### src/rtl/tuple_pipe_pkg.sv
// Shared definitions for the tuple delay sink.
// Holds the default latency, FIFO depth and result width, plus the result type
// used by anything that handles a single tuple result at the default width.
package tuple_pipe_pkg;

  localparam int unsigned LatencyDefault = 3;
  localparam int unsigned DepthDefault   = 4;
  localparam int unsigned WidthDefault   = 8;

  typedef logic [WidthDefault-1:0] result_t;

endpackage

### src/rtl/tuple_fifo.sv
// Synchronous show-ahead FIFO for matured tuple results.
//
// Ports:
//   clk_i        sole clock, rising edge
//   rst_i        synchronous active-high reset (clears pointers and count)
//   push_i       write push_data_i at this edge (ignored when full)
//   push_data_i  data to write
//   pop_i        advance the head at this edge (ignored when empty)
//   valid_o      head holds a valid entry
//   data_o       head entry, zero while empty
//   count_o      occupancy, 0..DEPTH
module tuple_fifo
  import tuple_pipe_pkg::*;
#(
  parameter int unsigned DEPTH = DepthDefault,
  parameter int unsigned WIDTH = WidthDefault,
  localparam int unsigned PtrW = $clog2(DEPTH),
  localparam int unsigned CntW = PtrW + 1
) (
  input  logic             clk_i,
  input  logic             rst_i,
  input  logic             push_i,
  input  logic [WIDTH-1:0] push_data_i,
  input  logic             pop_i,
  output logic             valid_o,
  output logic [WIDTH-1:0] data_o,
  output logic [CntW-1:0]  count_o
);

  logic [WIDTH-1:0] mem_q [DEPTH];
  logic [PtrW-1:0]  wr_ptr_q, wr_ptr_d;
  logic [PtrW-1:0]  rd_ptr_q, rd_ptr_d;
  logic [CntW-1:0]  count_q, count_d;
  logic             empty, full;
  logic             push_ok, pop_ok;

  assign empty   = (count_q == '0);
  assign full    = (count_q == CntW'(DEPTH));
  assign push_ok = push_i & ~full;
  assign pop_ok  = pop_i & ~empty;

  // DEPTH is a power of two, so pointers wrap by plain overflow.
  always_comb begin
    wr_ptr_d = wr_ptr_q;
    rd_ptr_d = rd_ptr_q;
    count_d  = count_q;
    if (push_ok) begin
      wr_ptr_d = wr_ptr_q + PtrW'(1);
    end
    if (pop_ok) begin
      rd_ptr_d = rd_ptr_q + PtrW'(1);
    end
    count_d = count_q + CntW'(push_ok) - CntW'(pop_ok);
  end

  always_ff @(posedge clk_i) begin
    if (rst_i) begin
      wr_ptr_q <= '0;
      rd_ptr_q <= '0;
      count_q  <= '0;
    end else begin
      wr_ptr_q <= wr_ptr_d;
      rd_ptr_q <= rd_ptr_d;
      count_q  <= count_d;
    end
  end

  // Storage needs no reset: nothing is visible until the count says so.
  always_ff @(posedge clk_i) begin
    if (push_ok) begin
      mem_q[wr_ptr_q] <= push_data_i;
    end
  end

  // Head is masked while empty so the output reads zero out of reset.
  assign valid_o = ~empty;
  assign data_o  = empty ? '0 : mem_q[rd_ptr_q];
  assign count_o = count_q;

endmodule

### src/rtl/tuple_delay_sink.sv
// Credit-controlled sink for a fixed-latency, non-stalling delay stage.
// Each accepted issue launches a marker down a LATENCY-deep valid shift
// register; when the marker reaches the top bit, the stage's result on
// pipe_data_i is captured into a show-ahead FIFO. Issues are only granted
// while buffered plus in-flight results leave room in the FIFO.
//
// Ports:
//   clk_i        sole clock, rising edge
//   rst_i        synchronous active-high reset
//   in_valid_i   producer wants to issue a tuple this cycle
//   in_ready_o   credit available (issue = in_valid_i & in_ready_o)
//   pipe_data_i  result from the delay stage, sampled when a marker matures
//   out_valid_o  FIFO head valid
//   out_data_o   FIFO head data
//   out_ready_i  consumer takes the head when out_valid_o is high
//   count_o      FIFO occupancy
//   proto_err_o  sticky: in_valid_i was seen while in_ready_o was low
module tuple_delay_sink
  import tuple_pipe_pkg::*;
#(
  parameter int unsigned LATENCY = LatencyDefault,
  parameter int unsigned DEPTH   = DepthDefault,
  parameter int unsigned WIDTH   = WidthDefault,
  localparam int unsigned CntW   = $clog2(DEPTH) + 1
) (
  input  logic             clk_i,
  input  logic             rst_i,
  input  logic             in_valid_i,
  output logic             in_ready_o,
  input  logic [WIDTH-1:0] pipe_data_i,
  output logic             out_valid_o,
  output logic [WIDTH-1:0] out_data_o,
  input  logic             out_ready_i,
  output logic [CntW-1:0]  count_o,
  output logic             proto_err_o
);

  logic [LATENCY-1:0] valid_sr_q, valid_sr_d;
  logic               proto_err_q, proto_err_d;
  logic               issue;
  logic               push;
  logic               pop;
  int unsigned        inflight;
  int unsigned        credits_used;

  // Credit check uses registered state only, so a pop this cycle frees a
  // slot for issue only from the next cycle on.
  always_comb begin
    inflight = 0;
    for (int unsigned i = 0; i < LATENCY; i++) begin
      inflight = inflight + 32'(valid_sr_q[i]);
    end
    credits_used = 32'(count_o) + inflight;
    in_ready_o   = (credits_used < DEPTH);
  end

  assign issue = in_valid_i & in_ready_o;
  assign push  = valid_sr_q[LATENCY-1];
  assign pop   = out_valid_o & out_ready_i;

  always_comb begin
    valid_sr_d    = '0;
    valid_sr_d[0] = issue;
    for (int unsigned i = 1; i < LATENCY; i++) begin
      valid_sr_d[i] = valid_sr_q[i-1];
    end
    proto_err_d = proto_err_q | (in_valid_i & ~in_ready_o);
  end

  always_ff @(posedge clk_i) begin
    if (rst_i) begin
      valid_sr_q  <= '0;
      proto_err_q <= 1'b0;
    end else begin
      valid_sr_q  <= valid_sr_d;
      proto_err_q <= proto_err_d;
    end
  end

  assign proto_err_o = proto_err_q;

  tuple_fifo #(
    .DEPTH (DEPTH),
    .WIDTH (WIDTH)
  ) u_fifo (
    .clk_i       (clk_i),
    .rst_i       (rst_i),
    .push_i      (push),
    .push_data_i (pipe_data_i),
    .pop_i       (pop),
    .valid_o     (out_valid_o),
    .data_o      (out_data_o),
    .count_o     (count_o)
  );

endmodule

### config.mk
export PLATFORM = sky130hd
export DESIGN_NAME = tuple_delay_sink
export DESIGN_NICKNAME = d
export VERILOG_FILES = /design/src/rtl/tuple_pipe_pkg.sv /design/src/rtl/tuple_fifo.sv /design/src/rtl/tuple_delay_sink.sv
export SDC_FILE = /design/constraint.sdc
export NUM_CORES = 1
export LEC_CHECK = 0
export CAP_MARGIN = 40
export CORE_ASPECT_RATIO = 1.75
export CORE_MARGIN = 2
export CORE_UTILIZATION = 50
export DETAILED_ROUTE_END_ITERATION = 12
export GPL_TIMING_DRIVEN = 0
export PLACE_DENSITY = 0.82
export REMOVE_ABC_BUFFERS = 1
export SLEW_MARGIN = 0
export SYNTH_ARGS = -nofsm -noshare
export SYNTH_HDL_FRONTEND = slang
export SYNTH_SLANG_ARGS = --single-unit
### constraint.sdc
create_clock -name clk_i -period 2.7 [get_ports clk_i]
set_input_delay 0.27 -clock clk_i [delete_from_list [all_inputs] [get_ports clk_i]]
set_output_delay 0.27 -clock clk_i [all_outputs]
set_load 0.02 [all_outputs]
==> results.py <==
metrics = {
    "status": {
        "outcome": "complete, no violations",
    },
    "global_routing": {
        "grt_pass1_vias": 1007,
        "grt_pass1_wl_um": 4760,
        "grt_use_total": 0.152,
        "grt_max_degree": 16,
        "antenna_found_initial": 0,
        "grt_remaining_overflow": 0,
    },
    "sta": {
        "drv_slew": 0,
        "setup_viol": 0,
        "tightest_slew_ns": 0.706,
        "fin_crit_ns": 2.52,
        "setup-tns-final_ns": 0,
        "rsz0062_at_grt": "no",
        "hold_viol": 0,
        "timing.final.crit_share": 0.933,
        "finClkSkew_ns": 0.00285,
        "slew_headroom": 0.527,
        "max_clock_freq_ghz": 0.397,
    },
    "place": {
        "dp.cells": 186,
        "globalplace.congestion": 0.729,
        "numPortBuffers": 25,
        "dpl.hpwl_um": 2170,
        "place_area_um2": 2150,
    },
    "setup_path": {
        "critical_path.max_stage_delay_ns": 0.43,
        "crit_family": "adder cells",
        "worstPathRequired_ns": 2.43,
        "cp.depth": 6,
        "worstRegToRegCells": 9,
        "worstPathCellList": "inv_1 -> fa_1 -> inv_1 -> ha_1 -> a311oi_2 -> dlygate4sd2_1",
        "start_kind": "register",
        "crit_top_cell": "inv_1",
        "critPathArrivalTime_ns": 2.25,
        "critical_path.max_fanout": 4,
        "worst-path-buf-inv": 3,
        "crit_type": "register to output port",
        "worst_setup_path_end_kind": "output port",
        "cpMaxStageDelayCell": "fa_1",
    },
    "floorplanning": {
        "die_x_um": 50.2,
        "dieArea_um2": 4260,
        "ioPinCount": 26,
        "dieHeight_um": 84.9,
        "rows": 29,
        "initial_utilization": 0.520,
        "coreArea_um2": 3590,
    },
    "synthesis": {
        "synth_area_um2": 1870,
        "synth.area.top_cells": "edfxtp_1 51%, dfxtp_1 14%, mux4_2 9.6%",
        "yosys_register_bits": 45,
        "async_reset_ff_frac": 0,
        "ys.flop_type": "edfxtp_1",
        "synth_commonest_cells": "32 x edfxtp_1, 14 x inv_1, 13 x dfxtp_1, 10 x nor2b_1, 8 x mux4_2",
        "syn_area_per_cell_um2": 15.7,
        "synth.distinct_cells": 28,
        "ys_seq_area_frac": 0.653,
        "ys_warn_count": 0,
        "synth_top_area_share": 0.514,
        "syn_inst": 119,
        "yosysMostFrequentCell": "edfxtp_1",
        "synth_edf_count": 32,
        "synth_top_area_cell": "edfxtp_1",
    },
    "cells_and_area": {
        "fillers": 271,
        "final_nets": 168,
        "diodes": 0,
        "areaGrowthSynthToFinish_pct": 19.7,
        "regArea_um2": 1220,
        "multi_input_area_um2": 577,
        "stdcell_area_um2": 2240,
        "final_cells": 194,
        "final_util": 0.623,
        "drive_gt1_frac": 0.115,
    },
    "pwr": {
        "powerDensity_nw_per_um2": 825,
        "irDropWorstVdd_mv": 0.656,
        "pwr-share-clk": 0.206,
        "p_sw_mw": 0.556,
        "intPower_mw": 1.29,
        "leakage_nw": 0.778,
        "seq_power_share": 0.468,
        "power_frac_comb": 0.327,
        "switching_share": 0.301,
    },
    "clock_network": {
        "cts_buffer_depth": 2,
        "clockRootBuffer": "clkbuf_8",
        "cts_sinks": 45,
        "clk_pin_slew_ns": 0.07,
        "cts_tree": "yes",
        "cts_made_buffers": 5,
        "cts_setup_buffers": 0,
        "cts.htree.levels": 2,
        "insertion_delay_ns": 0.28,
    },
    "route": {
        "drt-vias-per-instance": 5.11,
        "drt.antenna.violating_nets": 0,
        "drt_first_pass_iters": 4,
        "wirelength_um": 2940,
        "avgRoutedWirePerCell_um": 15.1,
        "vias": 992,
        "drt_iter0_drc": 7,
        "route.detailed.drc": 0,
    },
    "worst_hold_path": {
        "hold_class": "register to register",
        "holdPathStages": 2,
    },
    "run": {
        "maxCapViolCount": 0,
    },
}
## kinds of logic after synthesis
kind of cell	count (synthesis)	synth area share
buf+inv	18	0.0415
simple gates	28	0.0863
xor+xnor	3	0.0141
mux	10	0.108
compound gates	6	0.0288
fa+ha+maj	9	0.0683
flops	45	0.653
## stage by stage
step / power (mW) / hold WS (ns) / setup slack, ns
CTS: 1.86 / 0.477 / 0.151
global route: 1.95 / 0.485 / 0.0653
global placement: 1.47 / 0.447 / 0.141
floorplan: 1.24 / 0.337 / 0.319
finish: 1.85 / 0.466 / 0.181
detailed placement: 1.49 / 0.465 / 0.0804
## registers in the layout (all words and copies together) (netlist names), named ones only
| name | cells |
|---|---|
| u_fifo.mem_q | 32 |
| u_fifo.rd_ptr_q | 2 |
| valid_sr_q | 3 |
| proto_err_o | 1 |
| u_fifo.wr_ptr_q | 2 |
| u_fifo.count_o | 3 |
## power groups by stage
stage | Combinational (mW) | Sequential (mW) | Clock (mW)
2_1_floorplan | 0.356 | 0.881 | 0
3_3_place_gp | 0.588 | 0.877 | 0
3_5_place_dp | 0.607 | 0.882 | 0
4_1_cts | 0.611 | 0.868 | 0.386
5_1_grt | 0.662 | 0.875 | 0.410
6_report | 0.603 | 0.863 | 0.380
## metal layers
| layer | global-route usage | vias to the layer above | wire length [µm] |
|---|---|---|---|
| met5 | 0 | - | 0 |
| met4 | 0.0682 | 0 | 27 |
| met3 | 0.0352 | 4 | 95 |
| met2 | 0.273 | 26 | 1680 |
| met1 | 0.164 | 486 | 1130 |
| li1 | - | 476 | - |
## worst paths after layout
check,slack (ns),from,to
worst max register to register,0.40,u_fifo.count_o[2]$_SDFF_PP0_,u_fifo.count_o[2]$_SDFF_PP0_
worst max-delay path,0.18,u_fifo.count_o[0]$_SDFF_PP0_,in_ready_o
worst min register to register,0.47,valid_sr_q[1]$_SDFF_PP0_,valid_sr_q[2]$_SDFF_PP0_
worst min-delay path,0.47,valid_sr_q[1]$_SDFF_PP0_,valid_sr_q[2]$_SDFF_PP0_
## placed cells by master, fill, tap and decap left out, types with 4 or more instances in the layout
cell type         n
and2_1            4
clkbuf_8          5
clkdlybuf4s50_1  24
dfxtp_1          13
edfxtp_1         32
ha_1              7
inv_1            14
mux4_2            8
nor2_1            7
nor2b_1          10
## area by class of cell
| cell class | count | share of cell area |
|---|---|---|
| clock buffer | 8 | 0.0358 |
| inverter | 14 | 0.0235 |
| multi-input combinational | 56 | 0.258 |
| sequential | 45 | 0.546 |
| tap | 46 | 0.0257 |
| timing repair buffer | 25 | 0.111 |
## repair_timing
action / 4_1_cts / 5_1_grt
endpoints found under the setup margin: 1 / 0
resized for setup: 2 / 0
hold buffers: 0 / 0
## worst min-delay path, cell delays in order (launching register included)
cell     delay [ns]
dfxtp_1        0.30
inv_1          0.08
nor2_1         0.05
Power figures use the tool's default switching activity.
